[config.mk]
export PLATFORM = sky130hd
export DESIGN_NAME = bcd_display_ctrl
export DESIGN_NICKNAME = d
export VERILOG_FILES = /design/src/rtl/bcd_display_ctrl.sv
export SDC_FILE = /design/constraint.sdc
export NUM_CORES = 1
export LEC_CHECK = 0
export CAP_MARGIN = 20
export CORE_ASPECT_RATIO = 1.5
export CORE_MARGIN = 3
export CORE_UTILIZATION = 40
export CTS_CLUSTER_DIAMETER = 200
export DETAILED_ROUTE_END_ITERATION = 16
export PLACE_DENSITY_LB_ADDON = 0.2
export SLEW_MARGIN = 5
export SYNTH_ARGS = -nofsm -noshare
export SYNTH_HDL_FRONTEND = slang
export SYNTH_SLANG_ARGS = --single-unit
[constraint.sdc]
create_clock -name clk -period 2.6 [get_ports clk]
set_input_delay 0.52 -clock clk [delete_from_list [all_inputs] [get_ports clk]]
set_output_delay 0.52 -clock clk [all_outputs]
set_load 0.02 [all_outputs]
[src/rtl/bcd_display_ctrl.sv]
// Serial double-dabble binary-to-BCD converter feeding a 4-digit common-anode
// seven-segment scanner with optional leading-zero blanking and overflow dashes.
//
// state | meaning
// IDLE  | value_ready high, waiting for a handshake
// SHIFT | one add-3/shift step per clock, 16 steps total
// DONE  | latch result and overflow, pulse done next cycle
module bcd_display_ctrl #(
  parameter int SCAN_DIV      = 50000,
  parameter bit BLANK_LEADING = 1'b1
) (
  input  logic        clk,
  input  logic        rst,
  input  logic        value_valid,
  input  logic [15:0] value,
  output logic        value_ready,
  output logic        done,
  output logic [15:0] bcd_out,
  output logic        overflow,
  output logic [3:0]  an,
  output logic [6:0]  seg
);

  localparam int            CW       = $clog2(SCAN_DIV);
  localparam logic [CW-1:0] SCAN_MAX = CW'(SCAN_DIV - 1);

  typedef enum logic [1:0] {S_IDLE, S_SHIFT, S_DONE} state_t;

  state_t        r_state;
  state_t        w_next;
  logic [15:0]   r_shreg;
  logic [19:0]   r_acc;
  logic [3:0]    r_bitcnt;
  logic          r_done;
  logic [15:0]   r_bcd;
  logic          r_ovf;
  logic [CW-1:0] r_scan_cnt;
  logic [1:0]    r_digit;

  logic [19:0]   w_adj;
  logic          w_accept;
  logic          w_ovf;
  logic [3:0]    w_digit_val;
  logic          w_blank;
  logic [6:0]    w_seg_dec;

  assign value_ready = (r_state == S_IDLE);
  assign w_accept    = value_valid && (r_state == S_IDLE);
  assign done        = r_done;
  assign bcd_out     = r_bcd;
  assign overflow    = r_ovf;

  always_comb begin
    w_adj = r_acc;
    for (int i = 0; i < 5; i++) begin
      if (r_acc[4*i +: 4] >= 4'd5) w_adj[4*i +: 4] = r_acc[4*i +: 4] + 4'd3;
    end
  end

  // A fifth BCD digit or any out-of-range low digit means the reading exceeds 9999.
  assign w_ovf = (r_acc[19:16] != 4'd0) || (r_acc[15:12] > 4'd9) ||
                 (r_acc[11:8] > 4'd9) || (r_acc[7:4] > 4'd9) || (r_acc[3:0] > 4'd9);

  always_ff @(posedge clk) begin
    if (rst) r_state <= S_IDLE;
    else     r_state <= w_next;
  end

  always_comb begin
    w_next = r_state;
    case (r_state)
      S_IDLE:  if (w_accept) w_next = S_SHIFT;
      S_SHIFT: if (r_bitcnt == 4'd15) w_next = S_DONE;
      S_DONE:  w_next = S_IDLE;
      default: w_next = S_IDLE;
    endcase
  end

  always_ff @(posedge clk) begin
    if (rst) begin
      r_shreg  <= '0;
      r_acc    <= '0;
      r_bitcnt <= '0;
      r_done   <= 1'b0;
      r_bcd    <= '0;
      r_ovf    <= 1'b0;
    end else begin
      r_done <= 1'b0;
      case (r_state)
        S_IDLE: begin
          if (w_accept) begin
            r_shreg  <= value;
            r_acc    <= '0;
            r_bitcnt <= '0;
          end
        end
        S_SHIFT: begin
          r_acc    <= {w_adj[18:0], r_shreg[15]};
          r_shreg  <= {r_shreg[14:0], 1'b0};
          r_bitcnt <= r_bitcnt + 4'd1;
        end
        S_DONE: begin
          r_bcd  <= r_acc[15:0];
          r_ovf  <= w_ovf;
          r_done <= 1'b1;
        end
        default: ;
      endcase
    end
  end

  always_ff @(posedge clk) begin
    if (rst) begin
      r_scan_cnt <= '0;
      r_digit    <= 2'd0;
    end else if (r_scan_cnt == SCAN_MAX) begin
      r_scan_cnt <= '0;
      r_digit    <= r_digit + 2'd1;
    end else begin
      r_scan_cnt <= r_scan_cnt + 1'b1;
    end
  end

  assign w_digit_val = r_bcd[{r_digit, 2'b00} +: 4];

  always_comb begin
    w_blank = 1'b0;
    if (BLANK_LEADING) begin
      case (r_digit)
        2'd1:    w_blank = (r_bcd[15:4] == 12'd0);
        2'd2:    w_blank = (r_bcd[15:8] == 8'd0);
        2'd3:    w_blank = (r_bcd[15:12] == 4'd0);
        default: w_blank = 1'b0;
      endcase
    end
  end

  always_comb begin
    w_seg_dec = 7'b1111111;
    case (w_digit_val)
      4'd0: w_seg_dec = 7'b1000000;
      4'd1: w_seg_dec = 7'b1111001;
      4'd2: w_seg_dec = 7'b0100100;
      4'd3: w_seg_dec = 7'b0110000;
      4'd4: w_seg_dec = 7'b0011001;
      4'd5: w_seg_dec = 7'b0010010;
      4'd6: w_seg_dec = 7'b0000010;
      4'd7: w_seg_dec = 7'b1111000;
      4'd8: w_seg_dec = 7'b0000000;
      4'd9: w_seg_dec = 7'b0010000;
      default: w_seg_dec = 7'b1111111;
    endcase
  end

  assign an  = ~(4'b0001 << r_digit);
  assign seg = r_ovf   ? 7'b0111111 :
               w_blank ? 7'b1111111 : w_seg_dec;

endmodule

==> results of run 1 <==
[power by group]
group          internal, mW  switching [mW]
logic                0.0902           0.118
registers              1.23          0.0246
clock network         0.721           0.471
total                  2.04           0.614
[cell families (layout without fill, tap and decap cells)]
group / Yosys count / count (layout) / synth area share (%)
buf+inv: 52 / 125 / 5.597
simple gates: 206 / 206 / 24.02
xor+xnor: 21 / 21 / 4.623
flops: 78 / 78 / 39.25
mux: 11 / 11 / 4.120
fa+ha+maj: 23 / 23 / 7.233
compound gates: 99 / 99 / 15.16
[what timing repair did]
action / 4_1_cts / 5_1_grt
setup endpoints to repair: 7 / 7
gates resized for setup: 32 / 20
buffers inserted: 0 / 2
pin swaps: 0 / 2
[state kept, by name, indices dropped and copies added (netlist names)]
name        cells
r_acc          20
bcd_out        16
r_scan_cnt     16
r_shreg        16
r_bitcnt        4
r_digit         2
r_state         2
done            1
overflow        1
[per-stage QoR]
stage               area (sq um)  power (mW)
floorplan                   3979       1.419
global placement            4710       1.490
detailed placement          4710       1.494
CTS                         4964       2.688
finish                      5046       2.656
global route                5046       2.771
[per-layer routing]
metal  wire (um)  global-route usage [%]  up-vias
met5           0                       0        -
met4         217                   7.588        0
met3         342                   3.151       15
met2        4887                   30.86       69
met1        3960                   19.54     1624
li1            -                       -     1805
[worst paths after layout]
kind | endpoint | startpoint | depth (start not counted) | slack (ns)
worst min-delay path | r_scan_cnt[0] | r_scan_cnt[0] | 1 | 0.46
worst max register to register | r_acc[19] | r_state[0] | 5 | 0.80
worst min register to register | r_scan_cnt[0] | r_scan_cnt[0] | 1 | 0.46
worst max-delay path | seg[3] | r_digit[0] | 7 | 0.04
[cells in the mapped netlist, drive strengths merged (3+ instances only)]
master | number | share of area (%)
a211oi | 6 | 1.1
a21oi | 42 | 5.4
a222oi | 4 | 1.0
a22o | 4 | 0.88
a22oi | 17 | 3.2
and3 | 4 | 0.63
and4 | 3 | 0.66
buf | 11 | 1.7
clkbuf | 14 | 1.3
dfxtp | 78 | 39
ha | 23 | 7.2
inv | 27 | 2.5
mux2i | 7 | 1.8
mux4 | 4 | 2.4
nand2 | 48 | 4.5
nand2b | 12 | 1.9
nand3 | 13 | 1.6
nand4 | 3 | 0.47
nor2 | 80 | 7.5
nor2b | 12 | 1.9
nor3 | 21 | 2.6
o21ai | 22 | 2.8
xnor2 | 13 | 2.9
xor2 | 8 | 1.8
[layout make-up]
| cell class | count | area [sq um] |
|---|---|---|
| Clock buffer | 13 | 270.3 |
| Sequential cell | 78 | 1567 |
| Clock inverter | 3 | 17.52 |
| Inverter | 27 | 101.3 |
| Timing Repair Buffer | 82 | 714.4 |
| Multi-Input combinational cell | 360 | 2232 |
| Fill cell | 943 | 4643 |
| Tap cell | 115 | 143.9 |
[critical path: stages (launching register included)]
cell and delay [ns]:
dfxtp_4 0.37, mux4_2 0.55, inv_2 0.11, ha_1 0.27, nor2_2 0.11, nor3_2 0.04
o21ai_1 0.11, buf_4 0.15
==> results.cfg, run 1 <==
[critical_path]
worstPathMaxFanout = 4
cp_data_required_time_ns = 2.08
crit_type = reg2out
cp.arrival_ns = 2.04
critPathCaptureType = output port
cp-start-kind = flip-flop

[drt]
routedWlPerCell_um = 13.88
drt_first_pass_iters = 4
wl_um = 9408
drc = 0
ant_nets = 0
avgViaCountPerCell = 5.181
drt_iter0_drc = 219
vias = 3513

[global_route]
grt_pass1_vias = 3346
antenna_found_initial = 0
grt_pass1_wl_um = 15530
grt_max_degree = 34
grt.total_usage_pct = 17.27
gr-total-overflow = 0

[clock_tree]
holdBufCountCts = 0
cts-root-buf = clkbuf_16
cts_htree_levels = 3
path_clk_slew_ns = 0.05
cts_sinks = 78
insertion_delay_ns = 0.33
clock_path_buffers = 2
cts_tree = built
numCtsBuffers = 9

[sta]
hold_violations = 0
skew_ns = 0.006872
setup_viol = 0
period_needed_ns = 2.561
report.final.slew_viol_count = 0
tns_ns = 0
tightestPinTransition_ns = 0.5735
hold_slack_ns = 0.4550
setup_slack_ns = 0.03864
slew_headroom_pct = 61.62
rsz0062_at_grt = yes
max_freq_ghz = 0.3904
fin_crit_sh_pct = 98.51

[synth]
yosysSeqAreaShare_pct = 39.25
synth_fp_nets = 532
postSynth.asyncResetShare_pct = 0
netlist_area_sq_mm = 0.003979
synth-main-ff-cell = dfxtp_1
synth_edf_count = 0
synth_warnings = 0
ys_seq_elements = 78
synth.distinct_cells = 41
synth_area_per_cell_sq_um = 8.120
synthCells = 490

[layout]
stdcell_count = 678
drive_gt1_share_pct = 14.56
post-route-util_pct = 52.08
final_common_cell = nor2_1
layout_common_cells = nor2_1, dfxtp_1, nand2_1, clkdlybuf4s50_1
nNetsFinal = 600
diodes = 0
area_growth_syn_to_layout_pct = 26.82

[pwr]
leakagePower_nw = 2.046
p_per_area_mw_per_mm2 = 526.3
peakVddDrop_v = 0.0003184

[run]
maxCapViolCount = 0

[place]
hpwlAfterDp_um = 6982
placedCellCount = 659
io_buffers = 48
pre_cts_ws_ns = -0.1660
routabilityCongestion = 0.9239

[die]
num_rows = 44
core-area_sq_mm = 0.009689
die_h_um = 128.2
die_w_um = 87.44
dieArea_sq_mm = 0.01120
ios = 49
start_util_pct = 41.06

[min_path]
hold_class = reg2reg

[outcome]
status = finished, final reports clean
Note: power is estimated with default switching activity, not from simulation.
==> run 2, diff against run 1 <==
--- a/config.mk
+++ b/config.mk
@@ -9,6 +9,7 @@
 export CORE_ASPECT_RATIO = 1.5
 export CORE_MARGIN = 3
 export CORE_UTILIZATION = 40
+export CTS_BUF_LIST = sky130_fd_sc_hd__clkbuf_4 sky130_fd_sc_hd__clkbuf_8
 export CTS_CLUSTER_DIAMETER = 200
 export DETAILED_ROUTE_END_ITERATION = 16
 export PLACE_DENSITY_LB_ADDON = 0.2
==> results.cfg, run 2 (synthesis gave the netlist of run 1 again) <==
[outcome]
status = complete, but fails checks
failed_checks = negative setup slack

[clock_tree]
holdBufCountCts = 0
cts_sinks = 78
cts_htree_levels = 3
numCtsBuffers = 9
clock_path_buffers = 2
path_clk_slew_ns = 0.07
insertion_delay_ns = 0.36
cts-root-buf = clkbuf_8
cts_tree = built

[die]
core-area_sq_mm = 0.009689
num_rows = 44
dieArea_sq_mm = 0.01120
ios = 49
die_h_um = 128.2
start_util_pct = 41.06
die_w_um = 87.44

[layout]
seq_area_sq_mm = 0.001568
stdcell_count = 679
largest_reg_flops = 20
drive_gt1_share_pct = 15.78
post-route-util_pct = 52.01
multi_input_area_sq_mm = 0.002291
nNetsFinal = 601
area_growth_syn_to_layout_pct = 26.67
final_common_cell = nor2_1
n_fill_cell = 944
layout_common_cells = nor2_1, dfxtp_1, nand2_1, a21oi_1, clkdlybuf4s50_1
top_register = r_acc
diodes = 0

[drt]
wl_um = 9541
drt_iter0_drc = 190
ant_nets = 0
drc = 0
routedWlPerCell_um = 14.05
avgViaCountPerCell = 5.190
drt_first_pass_iters = 5
vias = 3524

[run]
maxCapViolCount = 0

[place]
io_buffers = 48
placedCellCount = 659
hpwlAfterDp_um = 6982
routabilityCongestion = 0.9239
pre_cts_ws_ns = -0.1660

[pwr]
power_mw = 2.331
peakVddDrop_v = 0.0002630
p_per_area_mw_per_mm2 = 462.5
leakagePower_nw = 2.014

[critical_path]
cp.arrival_ns = 2.10
critPathCaptureType = output port
cp-start-kind = flip-flop
worstPathMaxFanout = 4
ff2ff_path_depth = 5
cp_data_required_time_ns = 2.08
crit_type = reg2out

[sta]
hold_violations = 0
setup_viol = 1
fin_crit_sh_pct = 100.8
setup_slack_ns = -0.02113
period_needed_ns = 2.621
rsz0062_at_grt = yes
hold_slack_ns = 0.4589
slew_headroom_pct = 62.80
report.final.slew_viol_count = 0
tightestPinTransition_ns = 0.5559
max_freq_ghz = 0.3815
skew_ns = 0.01108

[global_route]
antenna_found_initial = 0
grt.total_usage_pct = 17.30
grt_pass1_vias = 3353
grt_pass1_wl_um = 15530
gr-total-overflow = 0
grt_max_degree = 34

[min_path]
hold_depth = 1
hold_class = reg2reg
## run 2: cell count changes in the layout (fill, tap and decap cells not counted), sizes merged
| cell | delta |
|---|---|
| buf | +1 |
## run 2: final cells by class
| type | instances | area share, % |
|---|---|---|
| Multi-Input combinational cell | 360 | 45.46 |
| Sequential cell | 78 | 31.11 |
| Timing Repair Buffer | 83 | 14.75 |
| Clock buffer | 13 | 3.426 |
| Tap cell | 115 | 2.855 |
| Inverter | 27 | 2.061 |
| Clock inverter | 3 | 0.3476 |
## run 2: what timing repair did
item,CTS,global route
setup endpoints to repair,7,7
pin swaps,1,8
gates resized for setup,43,27
buffers inserted,2,1
hold endpoints to repair,0,0
## run 2: final timing paths
kind | from | end | slack, ns
worst max-delay path | r_digit[0] | seg[3] | -0.02
worst min-delay path | r_scan_cnt[0] | r_scan_cnt[0] | 0.46
worst max register to register | r_state[0] | r_acc[19] | 0.80
worst min register to register | r_scan_cnt[0] | r_scan_cnt[0] | 0.46
## run 2: routing by layer
layer / up-vias / track usage, % / part of all wire [%]
li1: 1808 / - / -
met1: 1623 / 19.66 / 42
met2: 77 / 30.55 / 52
met3: 16 / 3.215 / 3.4
met4: 0 / 8.040 / 2.5
met5: - / 0 / 0
## run 2: worst max-delay path: stages, from the launching register on
cell	delay (ns)
dfxtp_4	0.38
mux4_2	0.57
inv_2	0.08
buf_4	0.11
ha_4	0.20
nor2_4	0.08
nor3_2	0.04
o21ai_1	0.12
buf_4	0.16
## run 2: per-stage QoR
step / instance area (sq um) / setup TNS, ns
finish: 5040 / -0.02113
global route: 5040 / -0.4921
CTS: 4908 / -0.03600
detailed placement: 4710 / -0.8499
global placement: 4710 / -0.4804
floorplan: 3979 / 0
## run 2: where the power goes
part	internal [mW]	switching (mW)
Sequential	1.23	0.0246
Clock	0.433	0.437
Combinational	0.0902	0.118
Total	1.75	0.579
